===== config.mk =====
export PLATFORM = sky130hd
export DESIGN_NAME = serial_adder
export DESIGN_NICKNAME = d
export VERILOG_FILES = /design/src/rtl/serial_adder_pkg.sv /design/src/rtl/serial_adder_fa.sv /design/src/rtl/serial_adder.sv
export SDC_FILE = /design/constraint.sdc
export NUM_CORES = 1
export LEC_CHECK = 0
export CORE_ASPECT_RATIO = 0.5
export CORE_MARGIN = 5
export CORE_UTILIZATION = 49
export DETAILED_ROUTE_END_ITERATION = 8
export HOLD_SLACK_MARGIN = 0.06
export PLACE_DENSITY = 0.77
export SLEW_MARGIN = 20
export SYNTH_ARGS = -nofsm -noshare
export SYNTH_HDL_FRONTEND = slang
export SYNTH_SLANG_ARGS = --single-unit

===== constraint.sdc =====
create_clock -name clk -period 1.5 [get_ports clk]
set_input_delay 0.3 -clock clk [delete_from_list [all_inputs] [get_ports clk]]
set_output_delay 0.3 -clock clk [all_outputs]
set_load 0.01 [all_outputs]

===== src/rtl/serial_adder_pkg.sv =====
`default_nettype none
// ============================================================================
// Module      : serial_adder_pkg
// Description : Shared definitions for the bit-serial adder: FSM state
//               encoding, default operand width and the overflow helper.
// Revision    : 1.0 - initial release
// ============================================================================
package serial_adder_pkg;

    // Default operand / result width in bits
    localparam int c_DEFAULT_WIDTH = 8;

    // FSM state encoding (2 bits)
    typedef logic [1:0] state_t;

    localparam state_t c_ST_IDLE = 2'd0;
    localparam state_t c_ST_RUN  = 2'd1;
    localparam state_t c_ST_DONE = 2'd2;

    // Two's-complement overflow: carry into the MSB differs from carry out
    function automatic logic calc_ovf(input logic carry_into_msb, input logic carry_out);
        return carry_into_msb ^ carry_out;
    endfunction

endpackage : serial_adder_pkg
`default_nettype wire


===== src/rtl/serial_adder_fa.sv =====
`default_nettype none
// ============================================================================
// Module      : full_adder
// Description : Single-bit full-adder slice used as the arithmetic core of
//               the bit-serial adder.
// Revision    : 1.0 - initial release
// ============================================================================
module full_adder (
    input  logic a,
    input  logic b,
    input  logic cin,
    output logic sum,
    output logic cout
);

    assign sum  = a ^ b ^ cin;
    assign cout = (a & b) | (a & cin) | (b & cin);

endmodule : full_adder
`default_nettype wire


===== src/rtl/serial_adder.sv =====
`default_nettype none
// ============================================================================
// Module      : serial_adder
// Description : Bit-serial two's-complement adder. Operands are accepted in
//               IDLE, processed LSB first through one full-adder slice (one
//               bit per RUN cycle) and the result is offered in DONE with a
//               valid/ready handshake. The result registers keep the last
//               result until the next operation completes.
//               Optional macro SERIAL_ADDER_SUB_EN: when defined, sub=1 at
//               acceptance performs a-b (b inverted, carry-in forced to 1).
// Revision    : 1.0 - initial release
// ============================================================================
module serial_adder
    import serial_adder_pkg::*;
#(
    parameter int WIDTH = c_DEFAULT_WIDTH
) (
    input  logic             clk,
    input  logic             rst,
    input  logic             in_valid,
    output logic             in_ready,
    input  logic [WIDTH-1:0] a,
    input  logic [WIDTH-1:0] b,
    input  logic             cin,
    input  logic             sub,
    output logic             out_valid,
    input  logic             out_ready,
    output logic [WIDTH-1:0] sum,
    output logic             cout,
    output logic             ovf
);

    // Counter wide enough to hold 0..WIDTH
    localparam int                 c_CNT_W    = $clog2(WIDTH + 1);
    localparam logic [c_CNT_W-1:0] c_CNT_LAST = c_CNT_W'(WIDTH - 1);
    localparam logic [c_CNT_W-1:0] c_CNT_ONE  = c_CNT_W'(1);

    state_t             r_state;
    state_t             w_next_state;

    logic [WIDTH-1:0]   r_a;
    logic [WIDTH-1:0]   r_b;
    logic [WIDTH-1:0]   r_res;
    logic               r_carry;
    logic [c_CNT_W-1:0] r_cnt;

    logic [WIDTH-1:0]   r_sum;
    logic               r_cout;
    logic               r_ovf;

    logic               w_fa_s;
    logic               w_fa_c;
    logic               w_last;
    logic [WIDTH-1:0]   w_b_load;
    logic               w_c0;

    // The slice on the last RUN cycle works on the MSB
    assign w_last = (r_cnt == c_CNT_LAST);

`ifdef SERIAL_ADDER_SUB_EN
    // Subtract as a + ~b + 1; the caller's carry-in is not used for a-b
    assign w_b_load = sub ? ~b : b;
    assign w_c0     = sub ? 1'b1 : cin;
`else
    // Addition only; sub is folded in with a zero mask so the port stays
    // referenced without affecting the result
    assign w_b_load = b;
    assign w_c0     = cin | (sub & 1'b0);
`endif

    // Per-bit arithmetic slice: current LSBs plus the carry flop
    full_adder u_fa (
        .a    (r_a[0]),
        .b    (r_b[0]),
        .cin  (r_carry),
        .sum  (w_fa_s),
        .cout (w_fa_c)
    );

    // State register
    always_ff @(posedge clk) begin
        if (rst) begin
            r_state <= c_ST_IDLE;
        end else begin
            r_state <= w_next_state;
        end
    end

    // Next-state logic: accept in IDLE, run WIDTH bit cycles, wait for consumer
    always_comb begin
        w_next_state = r_state;
        case (r_state)
            c_ST_IDLE: if (in_valid)  w_next_state = c_ST_RUN;
            c_ST_RUN:  if (w_last)    w_next_state = c_ST_DONE;
            c_ST_DONE: if (out_ready) w_next_state = c_ST_IDLE;
            default:                  w_next_state = c_ST_IDLE;
        endcase
    end

    // Output decode: handshake flags follow the state directly
    always_comb begin
        in_ready  = (r_state == c_ST_IDLE);
        out_valid = (r_state == c_ST_DONE);
    end

    // Datapath: operand shift registers, carry flop, counter and result hold
    always_ff @(posedge clk) begin
        if (rst) begin
            r_a     <= '0;
            r_b     <= '0;
            r_res   <= '0;
            r_carry <= 1'b0;
            r_cnt   <= '0;
            r_sum   <= '0;
            r_cout  <= 1'b0;
            r_ovf   <= 1'b0;
        end else begin
            case (r_state)
                c_ST_IDLE: begin
                    if (in_valid) begin
                        r_a     <= a;
                        r_b     <= w_b_load;
                        r_carry <= w_c0;
                        r_res   <= '0;
                        r_cnt   <= '0;
                    end
                end
                c_ST_RUN: begin
                    r_a     <= r_a >> 1;
                    r_b     <= r_b >> 1;
                    r_res   <= {w_fa_s, r_res[WIDTH-1:1]};
                    r_carry <= w_fa_c;
                    r_cnt   <= r_cnt + c_CNT_ONE;
                    // On the MSB cycle r_carry is the carry into the MSB;
                    // publish the completed result in one step
                    if (w_last) begin
                        r_sum  <= {w_fa_s, r_res[WIDTH-1:1]};
                        r_cout <= w_fa_c;
                        r_ovf  <= calc_ovf(r_carry, w_fa_c);
                    end
                end
                default: begin
                    // DONE (and unused codes): hold everything
                end
            endcase
        end
    end

    assign sum  = r_sum;
    assign cout = r_cout;
    assign ovf  = r_ovf;

endmodule : serial_adder
`default_nettype wire


# After elaboration in Yosys (flattened, before gate mapping)
# Cells that the tools add are included.
# W data, S select, Z words.
dict set report word_totals {
  output_inout_bits 12
  latch_bits 0
  in_bits 22
  regBits 41
  n_memories 0
  ramBits 0
  romBits 0
  elab_cells 43
}
dict set report classes {
  bitwise_logic 8
  n_addsub 1
  div_mod_pow 0
  mul 0
  n_eq_ne 6
  mux 14
  n_reduce_logical 5
  order_cmp 0
  shift 0
}
# operator count
set op_table {}
lappend op_table {{$pmux W8 S2} 3}
lappend op_table {{$mux W8} 3}
lappend op_table {{$pmux W4 S2} 1}
lappend op_table {{$mux W2} 3}
lappend op_table {{$pmux W2 S3} 1}
lappend op_table {{$add A4 B1 Y4 const B} 1}
lappend op_table {{$eq A4 B3 Y1 const B} 1}
lappend op_table {{$mux W4} 1}
lappend op_table {{$ne A2 B2 Y1 const B} 2}
lappend op_table {{$reduce_and A2 Y1} 2}
lappend op_table {{$and A1 B1 Y1} 3}
lappend op_table {{$reduce_and A3 Y1} 1}
lappend op_table {{$xor A1 B1 Y1} 3}
lappend op_table {{$eq A2 B1 Y1 const B} 1}
lappend op_table {{$eq A2 B2 Y1 const B} 1}
lappend op_table {{$logic_not A2 Y1} 1}
lappend op_table {{$ne A2 B1 Y1 const B} 1}
lappend op_table {{$or A1 B1 Y1} 2}
lappend op_table {{$pmux W1 S2} 1}
lappend op_table {{$reduce_bool A2 Y1} 1}
lappend op_table {{$mux W1} 1}

# Depth between registers and ports, before layout
# Gate-level depths: netlist (run 1).
dict set report depth {
  word_depth 4
  ltp_mapped 5
  depth_no_buf 4
}

# Modules after synthesis
# From an unflattened synthesis (run 1), not the netlist that was laid out.
dict set report hier_totals {
  cells_unflattened 193
  hier_area_um2 1662.8
}
# mod instances area_each_um2 cells_per_inst seq_area_each_um2
set by_module_without_submodules {}
lappend by_module_without_submodules {serial_adder 1 1642.8 192 800.8}
lappend by_module_without_submodules {full_adder 1 20.0 1 0.0}

# Worst setup path after synthesis (run 1)
# No wires, ideal clock.
dict set report synth_timing {
  path_kind {reg2reg}
  start {register r_carry}
  end {register r_ovf, in the netlist ovf}
  arrival_time_ns 1.117
  n_path_buf 0
  required_time_ns 1.414
  path_slack_ns 0.297
  synth_period_minus_slack_ns 1.203
  stages_incl_launch_ff 4
  setup_time_ns 0.086
  cell_sequence {dfxtp_1 -> fa_1 -> xnor2_1 -> a211oi_1}
}
dict set report synth_between {
  elab_chain_cells 4
  elab_cells_between_ends 5
  classes_between {bitwise (5)}
}
# element line
set synth_lines {}
lappend synth_lines {{start, declared} serial_adder.sv:44} ;# logic r_carry;
lappend synth_lines {{start signal, assigned} serial_adder.sv:123} ;# r_carry <= w_c0;
lappend synth_lines {{start signal, assigned} serial_adder.sv:132} ;# r_carry <= w_fa_c;
lappend synth_lines {{$and A1 B1 Y1} serial_adder_fa.sv:17} ;# assign cout = (a & b) | (a & cin) | (b & cin);
lappend synth_lines {{$or A1 B1 Y1} serial_adder_fa.sv:17}
lappend synth_lines {{$or A1 B1 Y1 (*)} serial_adder_fa.sv:17}
lappend synth_lines {{net u_fa.cout} serial_adder_fa.sv:13} ;# output logic cout
lappend synth_lines {{$xor A1 B1 Y1 (*)} serial_adder_pkg.sv:22} ;# return carry_into_msb ^ carry_out;
lappend synth_lines {{end signal, assigned} serial_adder.sv:139} ;# r_ovf <= calc_ovf(r_carry, w_fa_c);
lappend synth_lines {{end, declared} serial_adder.sv:49} ;# logic r_ovf;
# Mark *: on every way through the listed nets, which the timed path passes. The rest lies on a longest branch.
# A chain may end at the register's enable or synchronous reset.

# Worst setup path after layout (run 1)
dict set report layout_timing {
  start {register r_ovf, in the netlist ovf}
  end {output ovf}
}
# element line
set layout_lines {}
lappend layout_lines {{end, declared} serial_adder.sv:30} ;# output logic ovf
# No word-level cell between the ends.

==> results of run 1 <==
==> layout make-up <==
cell class	instances	area, um2
clock buffers	6	72.6
clock inverters	1	5.00
flip-flops and latches	40	806
well taps	40	50.0
multi-input cells	127	738
repair buffers	49	475
fillers	256	925
inverters	3	11.3
==> worst min path at each step <==
stage / to
after CTS: sum[1]
after global routing: sum[6]
after detailed placement: sum[1]
final: sum[1]
after floorplan: sum[0]
after global placement: sum[3]
==> logic make-up after synthesis <==
kind of cell	Yosys count
flip-flops	40
adder cells (fa/ha/maj)	2
XOR/XNOR	1
buffers and inverters	19
AO/OA/AOI/OAI	81
multiplexers	1
AND/OR/NAND/NOR	42
==> registers in the layout (all words and copies together), names as in the netlist <==
register / flops
r_res: 7
cout: 1
ovf: 1
r_state: 2
r_carry: 1
sum: 8
r_a: 8
r_b: 8
r_cnt: 4
==> what timing repair did <==
action / 4_1_cts / 5_1_grt
setup endpoints to repair: 2 / 14
setup buffers: 0 / 1
cloned: 0 / 0
gates resized for setup: 3 / 6
pin swaps: 0 / 1
endpoints found under the hold margin: 0 / 0
==> cell usage in the layout (no fill, tap or decap), types with 2 or more instances in the layout <==
master / synthesis / routed
dfxtp_1: 40 / 38
clkdlybuf4s50_1: 0 / 28
a21oi_1: 26 / 26
nor2_1: 20 / 20
buf_4: 1 / 15
o21ai_0: 14 / 14
nand3_1: 11 / 11
o21ai_1: 10 / 10
o22ai_1: 9 / 9
a22oi_1: 8 / 8
o2bb2ai_1: 6 / 6
clkbuf_8: 0 / 5
nand2_1: 4 / 4
inv_2: 2 / 2
nor3_1: 2 / 2
a32oi_1: 2 / 2
dlygate4sd2_1: 0 / 2
dlymetal6s2s_1: 0 / 2
buf_12: 0 / 2
==> where the power goes <==
group,total [mW],switching (mW),internal [mW]
Combinational,0.271,0.124,0.147
Clock,0.654,0.337,0.316
Sequential,1.14,0.0307,1.11
==> metrics by stage <==
| step | power (mW) | util | TNS, ps |
|---|---|---|---|
| global route | 2.17 | 0.700 | 0 |
| global placement | 1.43 | 0.669 | -365 |
| finish | 2.06 | 0.700 | 0 |
| floorplan | 1.31 | - | 0 |
| detailed placement | 1.43 | 0.669 | -680 |
| CTS | 2.09 | 0.694 | 0 |
==> worst register-to-register path, stage by stage, from the launching register on <==
cell and delay (ps):
dfxtp_1 410, buf_4 180, and4b_2 280, buf_4 160, nand3_1 80, a21oi_1 160
==> per-layer routing <==
| layer | global-route usage | part of all wire | up-vias | routed length [um] |
|---|---|---|---|---|
| met5 | 0 | 0 | - | 0 |
| met4 | 0.0463 | 0.0059 | 0 | 22 |
| met3 | 0.0463 | 0.047 | 2 | 175 |
| met2 | 0.279 | 0.48 | 38 | 1820 |
| met1 | 0.215 | 0.46 | 721 | 1730 |
| li1 | - | - | 756 | - |
==> metrics.cfg, run 1 <==
[die]
core-area_um2=3080
dieArea_um2=4620
die_y_um=50.6
rows=14
initial_core_util=0.525
die_w_um=91.3
num_io_pins=34

[synthesis]
syn_avg_cell_area_um2=8.70
synth_top_area_share=0.495
synthMuxAreaShare=0.00619
syn_nets=210
synth.ff_latch_count=40
synth_top_family_by_area=compound AO/OA/AOI/OAI gates
synth_compound_area_frac=0.302
synth_cells=186
async_reset_ff_frac=0
ys_types=32
synth.most_common_cell=dfxtp_1
yosys-top-cells-count=40 x dfxtp_1, 26 x a21oi_1, 20 x nor2_1
synth-adder-area-share=0.0201
synth_edf_count=0
synth_area_um2=1620
synthTopCellsByArea=dfxtp_1 49%, a21oi_1 8.0%, nor2_1 4.6%
synth-seq-area-share=0.495
yosysWarningCount=0
synth_xor_area_frac=0.00541
ys.flop_type=dfxtp_1
synth_top_cell_by_area=dfxtp_1
synthSimpleGateAreaFrac=0.120

[critical_path]
worstSetupPathType=reg2out
worst_setup_path_start_kind=flop
crit_path_end_kind=output port
path_depth=1
cp_num_buf_inv=1
cpPeakStageDelay_ps=540
worst_r2r_path_depth=5
cp_max_fo=2
cp.arrival_ps=1150
cp_top_family=buffers and inverters
required_ps=1200
r2r_setup_slack_ps=150
critPathSlowestCell=clkdlybuf4s50_1
crit_chain=clkdlybuf4s50_1
critPathLaunch=ovf
r2r-end=sum[3]
reg2reg_from=r_state[0]
crit_end=ovf

[sta]
worst_pin_slew_ps=418
hold_ws_ps=476
final_hold_viol_count=0
min_period_ps=1450
period_share=0.966
setup_viol=0
finClkSkew_ps=4.91
slew_violations=0
grt_setup_unrepaired=false
slew_headroom=0.721
setup_ws_ps=50.7
max_clock_freq_mhz=690

[placement]
dp.cells=258
placed_area_um2=2060
post-dp-hpwl_mm=2.59
io_buffers=32
gp_congestion=0.762
place_ws_ps=-113

[grt]
overflow=0
grt_usage=0.167
grt_max_degree=27
grt_pass1_wl_mm=6.29
grt_pass1_vias=1390
antenna_found_initial=0

[clock_tree]
clock_path_buffers=2
cts_root_buffer=clkbuf_8
cts_buffers=5
cts_hold_buf=0
cts.sinks=40
cts_tree=done
clk_pin_slew_ps=70
insertion_delay_ps=280
h-tree-depth=2

[hold_path]
hold_depth=2
hold_start=sum[1]
hold_class=reg2reg

[route]
via_count=1517
drt-wirelength-per-cell_um=14.1
viasPerCell=5.70
routed_wl_mm=3.75
drcViolationCount=0
drt_pass1_iterations=4
antenna_left=0
drt_first_iter_violations=61

[finish]
stdcell_area_um2=2160
drive_gt1_frac=0.137
antenna_cells=0
fin_nets=250
area_growth_pct=33.4
instances_no_fill=266

[pwr]
leakagePower_nw=0.817
ir_worst_vdd_mv=0.528
p_per_area_nw_per_um2=956

[flow_run]
max_cap_violations=0

[outcome]
status=finished, final reports clean

Note: power is estimated with default switching activity, not from simulation.
==> run 2: changes to the inputs <==
--- a/config.mk
+++ b/config.mk
@@ -5,7 +5,7 @@
 export SDC_FILE = /design/constraint.sdc
 export NUM_CORES = 1
 export LEC_CHECK = 0
-export CORE_ASPECT_RATIO = 0.5
+export CAP_MARGIN = 20
 export CORE_MARGIN = 5
 export CORE_UTILIZATION = 49
 export DETAILED_ROUTE_END_ITERATION = 8
==> run 2 against run 1 <==
Clock skew is 5.5 ps higher. Critical path depth rose by 1. Die area decreased by 1.5%. Clock power increased by 21%. Power grew 6.5%. Routed wire length increased by 4.2%. Global-route usage increased by 2.5 points. Critical path type unchanged. Register-to-register slack lost 30 ps. Via count grew 0.53%. Maximum frequency is 0.12% higher. Sequential power about the same.
==> metrics.cfg, run 2 (synthesized netlist as in run 1, its figures left out) <==
[critical_path]
worst_setup_path_start_kind=flop  ; unchanged
required_ps=1200  ; about the same
crit_path_end_kind=output port  ; unchanged
reg2reg_from=r_cnt[0]  ; was r_state[0]
cp_max_fo=6  ; was 2
critPathLaunch=r_state[0]  ; was ovf
worstSetupPathType=reg2out  ; unchanged
cp.arrival_ps=1150  ; about the same

[route]
viasPerCell=5.61  ; was 5.70
via_count=1525  ; was 1517
drcViolationCount=0  ; unchanged
drt-wirelength-per-cell_um=14.4  ; was 14.1 um
routed_wl_mm=3.91  ; was 3.75 mm
drt_pass1_iterations=4  ; unchanged
antenna_left=0  ; unchanged
drt_first_iter_violations=103  ; was 61

[clock_tree]
cts.sinks=40  ; unchanged
h-tree-depth=2  ; unchanged
cts_hold_buf=0  ; unchanged
cts_root_buffer=clkbuf_4  ; was clkbuf_8
cts_tree=done  ; unchanged
clk_pin_slew_ps=120  ; was 70 ps
insertion_delay_ps=360  ; was 280 ps
clock_path_buffers=2  ; unchanged
cts_buffers=5  ; unchanged

[die]
die_y_um=67.5  ; was 50.6 um
core-area_um2=3100  ; was 3080 um2
num_io_pins=34  ; unchanged
initial_core_util=0.521  ; was 0.525
rows=20  ; was 14
die_w_um=67.5  ; was 91.3 um
dieArea_um2=4550  ; was 4620 um2

[finish]
antenna_cells=0  ; unchanged
final_cell_mix=39 x dfxtp_1, 26 x a21oi_1, 20 x nor2_1, 20 x clkdlybuf4s50_1, 17 x buf_4  ; was 38 x dfxtp_1, 28 x clkdlybuf4s50_1, 26 x a21oi_1
drive_gt1_frac=0.140  ; was 0.137
final_common_cell=dfxtp_1  ; unchanged
area_growth_pct=33.3  ; was 33.4%
nFillCells=278  ; was 256
stdcell_area_um2=2160  ; about the same
fin_nets=251  ; was 250

[sta]
slew_headroom=0.749  ; was 0.721
period_share=0.965  ; was 0.966
slew_violations=0  ; unchanged
final_hold_viol_count=0  ; unchanged
min_period_ps=1450  ; about the same
setup_ws_ps=52.5  ; was 50.7 ps
finClkSkew_ps=10.4  ; was 4.91 ps
setup_viol=0  ; unchanged
worst_pin_slew_ps=376  ; was 418 ps
max_clock_freq_mhz=691  ; was 690 MHz
grt_setup_unrepaired=false  ; unchanged

[flow_run]
max_cap_violations=0  ; unchanged

[grt]
overflow=0  ; unchanged
grt_max_degree=27  ; unchanged
grt_pass1_wl_mm=6.63  ; was 6.29 mm
antenna_found_initial=0  ; unchanged
grt_usage=0.192  ; was 0.167
grt_pass1_vias=1491  ; was 1390

[placement]
place_ws_ps=-90.4  ; was -113 ps
gp_congestion=0.825  ; was 0.762
placed_area_um2=2060  ; unchanged
post-dp-hpwl_mm=2.78  ; was 2.59 mm
io_buffers=32  ; unchanged

[pwr]
ir_worst_vdd_mv=0.922  ; was 0.528 mV
leakagePower_nw=0.837  ; was 0.817 nW
p_per_area_nw_per_um2=1020  ; was 956 nW/um2

[hold_path]
hold_class=reg2reg  ; unchanged
hold_start=cout  ; was sum[1]

[outcome]
status=finished, final reports clean  ; unchanged

[run 2: cell count changes in the layout (fill, tap and decap cells not counted), sizes merged]
cell | before | now
clkinv | 1 | 0
bufinv | 0 | 1
buf | 17 | 18
dlymetal6s2s | 2 | 0
clkdlybuf4s50 | 28 | 20
clkdlybuf4s15 | 0 | 2
dlygate4sd2 | 2 | 10
clkbuf | 6 | 7
[run 2: power by group]
part	leakage [nW]	switching, mW	internal (mW)	total, mW
Clock	0.0515	0.348	0.442	0.791
Sequential	0.328	0.0315	1.11	1.14
Combinational	0.458	0.124	0.142	0.266
Total	0.837	0.504	1.69	2.20
[run 2: layer usage]
| layer | wire length (um) | GRT usage |
|---|---|---|
| met5 | 0 | 0 |
| met4 | 92 | 0.0835 |
| met3 | 242 | 0.0466 |
| met2 | 1910 | 0.326 |
| met1 | 1660 | 0.229 |
[run 2: final timing paths]
path,endpoint,slack [ps],depth (start not counted)
worst min-delay path,cout,480,2
worst max-delay path,in_ready,50,2
worst max register to register,sum[7],120,5
worst min register to register,cout,480,2
[run 2: area by class of cell]
| cell class | count | area [um2] | area share |
|---|---|---|---|
| Clock buffer | 7 | 65.1 | 0.0302 |
| Clock inverter | 1 | 30.0 | 0.0139 |
| Inverter | 3 | 11.3 | 0.00522 |
| Multi-Input combinational cell | 127 | 737 | 0.342 |
| Sequential cell | 40 | 802 | 0.372 |
| Tap cell | 44 | 55.1 | 0.0255 |
| Timing Repair Buffer | 50 | 455 | 0.211 |
[run 2: critical path: stages, from the launching register on]
cell             delay (ps)
dfxtp_1                 370
nor2_1                  160
clkdlybuf4s15_1         260
[run 2: repair_timing]
item                       CTS  global route
setup endpoints to repair   15             3
pin swaps                    1             0
buffers inserted             1             0
gates resized for setup     13             3
[run 2: per-stage QoR]
stage          hold slack (ps)   util  TNS, ps  power, mW  std cells
6_report                   483  0.695        0       2.20        272
5_1_grt                    516  0.695        0       2.29        272
4_1_cts                    481  0.693        0       2.21        272
3_5_place_dp               467  0.665    -1170       1.43        263
3_3_place_gp               456  0.665     -443       1.42        263
2_1_floorplan              444      -        0       1.31        186
==> run 3: changes to the inputs <==
--- a/config.mk
+++ b/config.mk
@@ -5,11 +5,12 @@
 export SDC_FILE = /design/constraint.sdc
 export NUM_CORES = 1
 export LEC_CHECK = 0
+export ABC_CLOCK_PERIOD_IN_PS = 1500
 export CAP_MARGIN = 20
-export CORE_MARGIN = 5
+export CORE_MARGIN = 2
 export CORE_UTILIZATION = 49
 export DETAILED_ROUTE_END_ITERATION = 8
-export HOLD_SLACK_MARGIN = 0.06
+export HOLD_SLACK_MARGIN = 0.03
 export PLACE_DENSITY = 0.77
 export SLEW_MARGIN = 20
 export SYNTH_ARGS = -nofsm -noshare
==> run 3 against run 2 <==
Power fell by 11%. Utilization fell by 2.7 points. Worst hold slack got worse by 3.9 ps. Final area fell by 3.9%. Critical path depth did not move. Critical endpoint unchanged.
==> metrics.cfg, run 3 (synthesized netlist as in run 1, its figures left out) <==
[outcome]
status=finished, final reports clean  ; unchanged

[route]
antenna_left=0  ; unchanged
drt_first_iter_violations=71  ; was 103
drt-wirelength-per-cell_um=13.4  ; was 14.4 um
via_count=1493  ; was 1525
drt_pass1_iterations=4  ; unchanged
routed_wl_mm=3.57  ; was 3.91 mm
viasPerCell=5.59  ; was 5.61
drcViolationCount=0  ; unchanged

[placement]
post-dp-hpwl_mm=2.54  ; was 2.78 mm
io_buffers=32  ; unchanged
gp_congestion=0.808  ; was 0.825

[sta]
slew_headroom=0.737  ; was 0.749
worst_pin_slew_ps=394  ; was 376 ps
period_share=0.937  ; was 0.965
grt_setup_unrepaired=false  ; unchanged
finClkSkew_ps=9.93  ; was 10.4 ps
setup_viol=0  ; unchanged
slew_violations=0  ; unchanged
final_hold_viol_count=0  ; unchanged
hold_ws_ps=479  ; was 483 ps
min_period_ps=1410  ; was 1450 ps
max_clock_freq_mhz=711  ; was 691 MHz

[critical_path]
required_ps=1200  ; about the same
worst_r2r_path_depth=5  ; unchanged
cp.arrival_ps=1110  ; was 1150 ps
r2r-end=sum[0]  ; was sum[7]
r2r_setup_slack_ps=130  ; was 120 ps
worst_setup_path_start_kind=flop  ; unchanged
worstSetupPathType=reg2out  ; unchanged
reg2reg_from=r_cnt[0]  ; unchanged
crit_path_end_kind=output port  ; unchanged
cp_max_fo=4  ; was 6

[grt]
overflow=0  ; unchanged
grt_usage=0.209  ; was 0.192
grt_pass1_wl_mm=5.88  ; was 6.63 mm
grt_max_degree=27  ; unchanged
antenna_found_initial=0  ; unchanged
grt_pass1_vias=1399  ; was 1491

[clock_tree]
h-tree-depth=2  ; unchanged
cts_buffers=5  ; unchanged
clk_pin_slew_ps=120  ; about the same
cts_tree=done  ; unchanged
cts_root_buffer=clkbuf_4  ; unchanged
cts.sinks=40  ; unchanged
clock_path_buffers=2  ; unchanged
post_cts.repair.setup_buffers=0  ; was 1
insertion_delay_ps=350  ; was 360 ps

[finish]
final_cell_mix=38 x dfxtp_1, 26 x a21oi_1, 20 x clkdlybuf4s50_1  ; was 39 x dfxtp_1, 26 x a21oi_1, 20 x nor2_1, 20 x clkdlybuf4s50_1, 17 x buf_4
antenna_cells=0  ; unchanged
final_core_util=0.668  ; was 0.695
drive_gt1_frac=0.139  ; was 0.140
fin_nets=246  ; was 251
area_growth_pct=28.1  ; was 33.3%
final_common_cell=dfxtp_1  ; unchanged

[die]
rows=20  ; unchanged
num_io_pins=34  ; unchanged
die_w_um=61.5  ; was 67.5 um
dieArea_um2=3780  ; was 4550 um2
die_y_um=61.5  ; was 67.5 um
core-area_um2=3100  ; unchanged
initial_core_util=0.521  ; unchanged

[hold_path]
hold_class=reg2reg  ; unchanged
hold_depth=2  ; unchanged
whs_endpoint=sum[4]  ; was cout
hold_start=sum[4]  ; was cout

[pwr]
leakagePower_nw=0.798  ; was 0.837 nW
power_mw=1.96  ; was 2.20 mW
ir_worst_vdd_mv=0.599  ; was 0.922 mV
p_per_area_nw_per_um2=944  ; was 1020 nW/um2

[flow_run]
max_cap_violations=0  ; unchanged

run 3: how the worst max path moves through the flow:
stage               start       end  depth (start not counted)
6_report       r_state[1]  in_ready                          2
5_1_grt          r_cnt[0]    sum[4]                          5
4_1_cts        r_state[0]  in_ready                          2
3_5_place_dp     in_valid   r_carry                          4
3_3_place_gp     in_valid    r_b[1]                          4
2_1_floorplan     r_carry       ovf                          3
run 3: where the power goes:
| group | internal, mW | switching, mW |
|---|---|---|
| clock | 0.223 | 0.345 |
| sequential | 1.11 | 0.0320 |
| combinational | 0.127 | 0.118 |
| total | 1.46 | 0.495 |
run 3: layout make-up:
class | instances | area (um2)
fill | 293 | 1030
sequential | 40 | 803
multi-input combinational | 127 | 741
timing repair buffer | 45 | 400
tap | 44 | 55.1
clock buffer | 6 | 51.3
inverter | 3 | 11.3
clock inverter | 2 | 10.0
run 3: layer usage:
metal	wire, um	vias up	share of wire	track usage
met5	0	-	0	0
met4	55	0	0.015	0.0973
met3	175	7	0.049	0.0378
met2	1740	41	0.49	0.371
met1	1590	693	0.45	0.243
li1	-	752	-	-
run 3: critical path, stage by stage (launching register included):
cell and delay (ps):
dfxtp_2 360, nor2_2 150, clkdlybuf4s15_1 260
run 3: timing repair:
action / in CTS / in global routing
gates resized for setup: 13 / 7
hold buffers: 0 / 0
setup endpoints to repair: 12 / 17
gates cloned: 0 / 0
run 3: per-stage QoR:
step | instances | cell area (um2) | worst slack (ps) | TNS, ps
after floorplan | 186 | 1620 | 297 | 0
after global placement | 259 | 2020 | -39.6 | -188
after detailed placement | 259 | 2020 | -101 | -962
after CTS | 267 | 2070 | 0.737 | 0
after global routing | 267 | 2070 | 16.7 | 0
final | 267 | 2070 | 93.8 | 0
